`src/rtl/mem_pkg.sv`:
```
// mem_pkg: width helpers and elaboration-time depth check shared by memory-pipeline queues
`define MEM_ASSERT_POW2(d) \
  if (((d) < 2) || (((d) & ((d) - 1)) != 0)) begin : g_bad_depth \
    $error("DEPTH must be a power of 2 and at least 2"); \
  end

package mem_pkg;
  function automatic int fifo_ptr_w(input int depth);
    return $clog2(depth);
  endfunction
  function automatic int fifo_cnt_w(input int depth);
    return $clog2(depth + 3);
  endfunction
endpackage

```
`src/rtl/fifo_out_buf2.sv`:
```
// fifo_out_buf2: two-entry output buffer that absorbs the RAM read latency
module fifo_out_buf2 #(
  parameter int WIDTH = 32
) (
  input  logic             clk,
  input  logic             clr,
  input  logic             wr,
  input  logic [WIDTH-1:0] din,
  input  logic             rd,
  output logic             valid,
  output logic [WIDTH-1:0] dout,
  output logic [1:0]       ocnt
);
  logic [WIDTH-1:0] mem [2];
  logic             hd;
  logic             take;
  assign valid = ocnt != 2'd0;
  assign dout  = mem[hd];
  assign take  = rd & valid;
  always_ff @(posedge clk) begin
    if (clr) begin
      ocnt <= 2'd0;
      hd   <= 1'b0;
    end else begin
      ocnt <= ocnt + 2'(wr) - 2'(take);
      hd   <= hd ^ take;
    end
    // a write only ever lands with ocnt <= 1, so the tail is hd ^ ocnt[0]
    if (wr && !clr) mem[hd ^ ocnt[0]] <= din;
  end
endmodule

```
`src/rtl/dpram_fifo_ctrl.sv`:
```
// dpram_fifo_ctrl: valid/ready FIFO sequencing a simple dual-port RAM with registered read address
module dpram_fifo_ctrl
  import mem_pkg::*;
#(
  parameter  int WIDTH = 32,
  parameter  int DEPTH = 16,
  localparam int PTR_W = fifo_ptr_w(DEPTH),
  localparam int CNT_W = fifo_cnt_w(DEPTH)
) (
  input  logic             clk,
  input  logic             rst_n,
  input  logic             flush,
  input  logic             in_valid,
  output logic             in_ready,
  input  logic [WIDTH-1:0] in_data,
  output logic             out_valid,
  input  logic             out_ready,
  output logic [WIDTH-1:0] out_data,
  output logic [CNT_W-1:0] count,
  output logic             ram_ena,
  output logic             ram_wea,
  output logic [PTR_W-1:0] ram_addra,
  output logic [WIDTH-1:0] ram_dina,
  output logic             ram_enb,
  output logic [PTR_W-1:0] ram_addrb,
  input  logic [WIDTH-1:0] ram_doutb
);
  `MEM_ASSERT_POW2(DEPTH)
  logic [PTR_W-1:0] wptr, rptr;
  logic [PTR_W:0]   slots, pend;
  logic             infl;
  logic [1:0]       ocnt;
  logic             clr, push, pop, issue;
  assign clr      = !rst_n || flush;
  assign in_ready = !clr && (slots != (PTR_W+1)'(DEPTH));
  assign push     = in_valid && in_ready;
  assign pop      = out_valid && out_ready;
  // keep obuf occupancy plus in-flight read at most 2 once this issue lands
  assign issue    = !clr && (pend != '0) && ({1'b0, ocnt} + {2'b0, infl} <= 3'd1 + {2'b0, pop});
  assign ram_ena   = push;
  assign ram_wea   = push;
  assign ram_addra = wptr;
  assign ram_dina  = in_data;
  assign ram_enb   = issue;
  assign ram_addrb = rptr;
  assign count     = CNT_W'(slots) + CNT_W'(ocnt);
  always_ff @(posedge clk) begin
    if (clr) begin
      wptr  <= '0;
      rptr  <= '0;
      slots <= '0;
      pend  <= '0;
      infl  <= 1'b0;
    end else begin
      wptr  <= wptr + PTR_W'(push);
      rptr  <= rptr + PTR_W'(issue);
      slots <= slots + (PTR_W+1)'(push) - (PTR_W+1)'(infl);
      pend  <= pend + (PTR_W+1)'(push) - (PTR_W+1)'(issue);
      infl  <= issue;
    end
  end
  fifo_out_buf2 #(.WIDTH(WIDTH)) u_obuf (
    .clk   (clk),
    .clr   (clr),
    .wr    (infl),
    .din   (ram_doutb),
    .rd    (pop),
    .valid (out_valid),
    .dout  (out_data),
    .ocnt  (ocnt)
  );
endmodule
```
`config.mk`:
```
export PLATFORM = sky130hd
export DESIGN_NAME = dpram_fifo_ctrl
export DESIGN_NICKNAME = d
export VERILOG_FILES = /design/src/rtl/mem_pkg.sv /design/src/rtl/fifo_out_buf2.sv /design/src/rtl/dpram_fifo_ctrl.sv
export SDC_FILE = /design/constraint.sdc
export NUM_CORES = 1
export LEC_CHECK = 0
export ABC_CLOCK_PERIOD_IN_PS = 3500
export BUFFER_PORTS_ARGS = -buffer_cell sky130_fd_sc_hd__buf_4
export CORE_MARGIN = 4
export CORE_UTILIZATION = 46
export CTS_BUF_LIST = sky130_fd_sc_hd__clkbuf_2 sky130_fd_sc_hd__clkbuf_4 sky130_fd_sc_hd__clkbuf_8
export DETAILED_ROUTE_END_ITERATION = 10
export PLACE_DENSITY = 0.79
export SLEW_MARGIN = 5
export SYNTH_ARGS = -nofsm -noshare
export SYNTH_HDL_FRONTEND = slang
export SYNTH_HIERARCHICAL = 1
export SYNTH_SLANG_ARGS = --single-unit
```
`constraint.sdc`:
```
create_clock -name clk -period 3.5 [get_ports clk]
set_clock_uncertainty 0.2 [all_clocks]
set_input_delay 0.175 -clock clk [delete_from_list [all_inputs] [get_ports clk]]
set_output_delay 0.175 -clock clk [all_outputs]
set_load 0.01 [all_outputs]
```
# ---- Word-level counts from Yosys, hierarchy flattened
# Memory sizes are Yosys's and may differ from the RTL's. A register that Yosys moved wholly into a read port is not among the register bits.
# Cells that the tools add are included.
dict set report op_classes {
  bitwise 3
  reduce_logical 11
  addsub 11
  n_eq_ne 1
  n_mux 3
  order_cmp 1
}
# op count
set ops {}
lappend ops {{adder 5 x 1 -> 5 bit} 2}
lappend ops {{subtractor 5 x 1 -> 5 bit} 2}
lappend ops {{adder 4 x 1 -> 4 bit} 2}
lappend ops {{logical AND 1 bit} 6}
lappend ops {{adder 5 x 2 -> 5 bit} 1}
lappend ops {{!= test 5 bit, second input constant} 1}
lappend ops {{nonzero test 5 bit} 1}
lappend ops {{adder 2 x 1 -> 3 bit} 1}
lappend ops {{less-or-equal comparator 3 x 2 -> 1 bit} 1}
lappend ops {{2-to-1 mux 1 bit} 3}
lappend ops {{adder 1 x 1 -> 2 bit, first input constant} 1}
lappend ops {{adder 2 x 1 -> 2 bit} 1}
lappend ops {{zero test 1 bit} 2}
lappend ops {{nonzero test 2 bit} 1}
lappend ops {{subtractor 2 x 1 -> 2 bit} 1}
lappend ops {{bitwise XOR 1 bit} 2}
lappend ops {{bitwise AND 1 bit} 1}
lappend ops {{logical OR 1 bit} 1}
dict set report word_totals {
  memories 1
  out_inout_bits 82
  regBits 22
  elab_cells 38
  mem_bits_rw 64
}
# name depth width rd rd_clocked_by_memory_dff wr line
set mem_list {}
lappend mem_list {u_obuf.mem 2 32 1 1 1 fifo_out_buf2.sv:14} ;# logic [WIDTH-1:0] mem [2];

# ---- Longest topological paths before layout
dict set report logic_depth {
  ltp_word 7
  ltp_mapped 14
  depth_no_buf 14
}

# ---- Hierarchy
# The synthesis kept the hierarchy.
# mod cells_each n_inst seq_area_each_um2 area_per_inst_um2
set modules_own_cells {}
lappend modules_own_cells {fifo_out_buf2 118 1 1981.9 2516.2}
lappend modules_own_cells {dpram_fifo_ctrl 161 1 380.4 1485.2}

# ---- Least setup slack after synthesis
# No wires, ideal clock.
dict set report synth_timing {
  path_kind {register -> register}
  startpoint {reg u_obuf.hd}
  endpoint {mem u_obuf.mem[0][0] (enable)}
  setup_slack_ns -0.182
  stages_incl_launch_ff 4
  arrival_ns 3.014
  setup_ns 0.468
  cell_sequence {dfxtp_1 buf_6 xnor2_1 nor3b_1}
}
dict set report synth_via {
  elab_chain_len 1
}
# element line
set synth_lines {}
lappend synth_lines {{start, declared} fifo_out_buf2.sv:15} ;# logic hd;
lappend synth_lines {{start signal, assigned} fifo_out_buf2.sv:26} ;# hd <= hd ^ take;
lappend synth_lines {{bitwise XOR 1 bit} fifo_out_buf2.sv:29} ;# if (wr && !clr) mem[hd ^ ocnt[0]] <= din;
lappend synth_lines {{end, declared} fifo_out_buf2.sv:14}
# Every way passes these cells.

# ---- Worst setup path after layout
dict set report layout_timing {
  startpoint {reg u_obuf.ocnt[1]}
  endpoint {reg pend[4]}
}
dict set report layout_via {
  elab_chain_len 6
}
# element line
set layout_lines {}
lappend layout_lines {{start, declared} fifo_out_buf2.sv:12} ;# output logic [1:0] ocnt
lappend layout_lines {{start signal, assigned} fifo_out_buf2.sv:25} ;# ocnt <= ocnt + 2'(wr) - 2'(take);
lappend layout_lines {{nonzero test 2 bit} fifo_out_buf2.sv:17} ;# assign valid = ocnt != 2'd0;
lappend layout_lines {{logical AND 1 bit} dpram_fifo_ctrl.sv:37} ;# assign pop = out_valid && out_ready;
lappend layout_lines {{named net pop} dpram_fifo_ctrl.sv:33} ;# logic clr, push, pop, issue;
lappend layout_lines {{adder 1 x 1 -> 2 bit} dpram_fifo_ctrl.sv:39} ;# assign issue = !clr && (pend != '0) && ({1'b0, ocnt} + {2'b0, infl} <= 3'd1 + {2'b0, pop});
lappend layout_lines {{less-or-equal comparator 3 x 2 -> 1 bit} dpram_fifo_ctrl.sv:39}
lappend layout_lines {{logical AND 1 bit} dpram_fifo_ctrl.sv:39}
lappend layout_lines {{subtractor 5 x 1 -> 5 bit} dpram_fifo_ctrl.sv:58} ;# pend <= pend + (PTR_W+1)'(push) - (PTR_W+1)'(issue);
lappend layout_lines {{end signal, assigned} dpram_fifo_ctrl.sv:58}
lappend layout_lines {{end, declared} dpram_fifo_ctrl.sv:30} ;# logic [PTR_W:0] slots, pend;
# The timed path passes the listed nets, and every way through them passes these cells.
# A chain may end at the register's enable or synchronous reset.

==> impl_metrics.json <==
{
  "outcome": "finished clean",
  "dpl-instance-area_um2": 4530,
  "ff_latch_area_um2": 2360,
  "cp_data_arrival_time_ns": 3.38,
  "maxCapViolCount": 0,
  "initial_core_util": 0.480,
  "synth.yosys.seq_area_share": 0.590,
  "synth_commonest_cells": "64 x edfxtp_1, 33 x buf_4, 32 x mux2_2",
  "fin_crit_ns": 3.33,
  "fin_area_um2": 5070,
  "rsz0062_at_grt": "no",
  "multi_input_comb_area_um2": 1280,
  "syn-cell-area_um2": 4000,
  "tritoncts": "built",
  "period_share": 0.953,
  "hp-class": "input port to register",
  "antenna_found_initial": 0,
  "gp_congestion": 0.770,
  "synth_edf_count": 64,
  "dp_hpwl_um": 4770,
  "finalHoldViolCount": 0,
  "drive_gt1_frac": 0.403,
  "vias": 2372,
  "critPathKind": "register to register",
  "drt-initial-drc-count": 60,
  "pwr_density_cell_nw_per_um2": 403,
  "grt_pass1_vias": 2462,
  "grt_max_degree": 35,
  "htree_levels": 3,
  "setup_slack_ns": 0.166,
  "ant_nets": 0,
  "cp-end-kind": "register",
  "fillers": 668,
  "p_leak_uw": 0.00202,
  "viasPerCell": 4.87,
  "cp_cell_sequence": "or2_2 > nand2_2 > inv_1 > fa_1 > o31a_1 > a21oi_2 > a311oi_2 > ha_1 > inv_1 > ha_1 > fa_2 > a21oi_2 > o21ai_0 > a21o_1",
  "syn_to_final_growth_pct": 26.7,
  "fp-row-count": 33,
  "post-route-drc-count": 0,
  "ys_top_cells_by_area": "edfxtp_1 48%, dfxtp_1 11%, mux2_2 9.0%, ha_1 7.5%, buf_4 6.2%",
  "syn_area_per_cell_um2": 14.3,
  "numCtsBuffers": 9,
  "pin_count": 151,
  "die_y_um": 101,
  "nets": 474,
  "drv_slew": 0,
  "wl_per_cell_um": 14.7,
  "routed_wl_um": 7140,
  "clk_pin_slew_ns": 0.08,
  "max_freq_mhz": 300,
  "die_area_um2": 10300,
  "clk_path_buf_depth": 2,
  "synth_most_common_cell": "edfxtp_1",
  "fin_setup_tns_ns": 0,
  "ys_ff_latch": 86,
  "synth_top_area_frac": 0.480,
  "cts-root-buf": "clkbuf_8",
  "clk_latency_ns": 0.34,
  "syn-num-nets": 376,
  "finalPower_uw": 2040,
  "io_buffers": 86,
  "yosysUniqueCellTypes": 35,
  "cp_slowest_cell": "fa_1",
  "worstMarginPinSlew_ns": 0.458,
  "crit_path_max_fanout": 2,
  "cp.required_ns": 3.54,
  "yosys.area.top_type": "edfxtp_1",
  "grt_pass1_wl_um": 11300,
  "hold_ws_ns": 0.0669,
  "finalSetupViolations": 0,
  "async_reset_ff_frac": 0,
  "ys.flop_type": "edfxtp_1",
  "core_area_um2": 8340,
  "relSlewSlack": 0.695,
  "cp-start-kind": "register",
  "critPathMaxStageDelay_ns": 0.46,
  "clkSinkCount": 86,
  "grt-ovfl-total": 0,
  "synthCells": 279,
  "post-place-ws_ns": -0.0454,
  "drtPass1Iterations": 4,
  "insertedDiodeCount": 0,
  "die_w_um": 101,
  "track_usage": 0.141,
  "worst_ir_drop_vdd_v": 0.000198,
  "synth_warnings": 6
}
critical path: cells and delay by family, from the launching register on:
| family | cells | cell delay (ns) |
|---|---|---|
| flip-flops | 1 | 0.31 |
| AO/OA/AOI/OAI | 6 | 0.90 |
| adder cells (fa/ha/maj) | 4 | 1.34 |
| AND/OR/NAND/NOR | 2 | 0.40 |
| buffers and inverters | 2 | 0.10 |
state kept, by name, summed over array words and instances, names as in the netlist:
register     flops
infl             1
pend             5
ram_addra        4
ram_addrb        4
slots            5
u_obuf/hd        1
u_obuf/mem      64
u_obuf/ocnt      2
cell type report:
class	count	share of cell area
clock inverters	6	0.0104
multi-input cells	131	0.252
flip-flops and latches	86	0.466
clock buffers	10	0.0259
inverters	23	0.0170
repair buffers	126	0.203
well taps	105	0.0259
through the flow:
step	util	cells
after floorplan	-	279
after global placement	0.544	437
after detailed placement	0.544	437
after CTS	0.606	486
after global routing	0.608	487
final	0.608	487
where the power goes:
group	switching, µW	internal, µW	total (µW)
sequential	15.0	1120	1130
combinational	128	153	281
clock	353	277	630
kinds of logic after synthesis:
| family | share of synthesized area |
|---|---|
| buffers and inverters | 0.0994 |
| AOI/OAI and AO/OA | 0.0450 |
| xor gates and xnor gates | 0.0319 |
| DFF | 0.590 |
| muxes | 0.0938 |
| and+or+nand+nor | 0.0444 |
| adders and majority gates | 0.0951 |
cell usage in the layout, fill, tap and decap left out, types with 3 or more instances in the layout:
master	n
edfxtp_1	64
ha_1	24
xnor2_1	10
a21oi_1	4
dlygate4sd3_1	33
a21o_1	4
mux2_2	32
buf_4	93
and2_1	9
nor2_1	13
dfxtp_1	22
fa_1	3
clkbuf_8	9
inv_1	22
layer usage:
layer | vias up | share of wire | track usage
met5 | - | 0 | 0
met4 | 0 | 0.010 | 0.0409
met3 | 12 | 0.067 | 0.0475
met2 | 75 | 0.52 | 0.246
met1 | 1140 | 0.41 | 0.167
li1 | 1145 | - | -
path summary, 6_finish.rpt:
| check | from | to | slack, ns | cells after the start |
|---|---|---|---|---|
| max reg2reg | u_obuf/ocnt[1]$_SDFF_PP0_ | pend[4]$_SDFF_PP0_ | 0.17 | 14 |
| min reg2reg | ram_addrb[3]$_SDFF_PP0_ | ram_addrb[3]$_SDFF_PP0_ | 0.33 | 2 |
| min | rst_n | pend[3]$_SDFF_PP0_ | 0.07 | 4 |
| max | u_obuf/ocnt[1]$_SDFF_PP0_ | pend[4]$_SDFF_PP0_ | 0.17 | 14 |
repair_timing:
| action | 4_1_cts | 5_1_grt |
|---|---|---|
| pin swaps | 0 | 5 |
| hold buffers | 33 | 0 |
| buffers inserted | 0 | 1 |
| gates resized for setup | 1 | 3 |
| endpoints found under the hold margin | 74 | 0 |
| endpoints found under the setup margin | 1 | 1 |
Power figures use the tool's default switching activity.
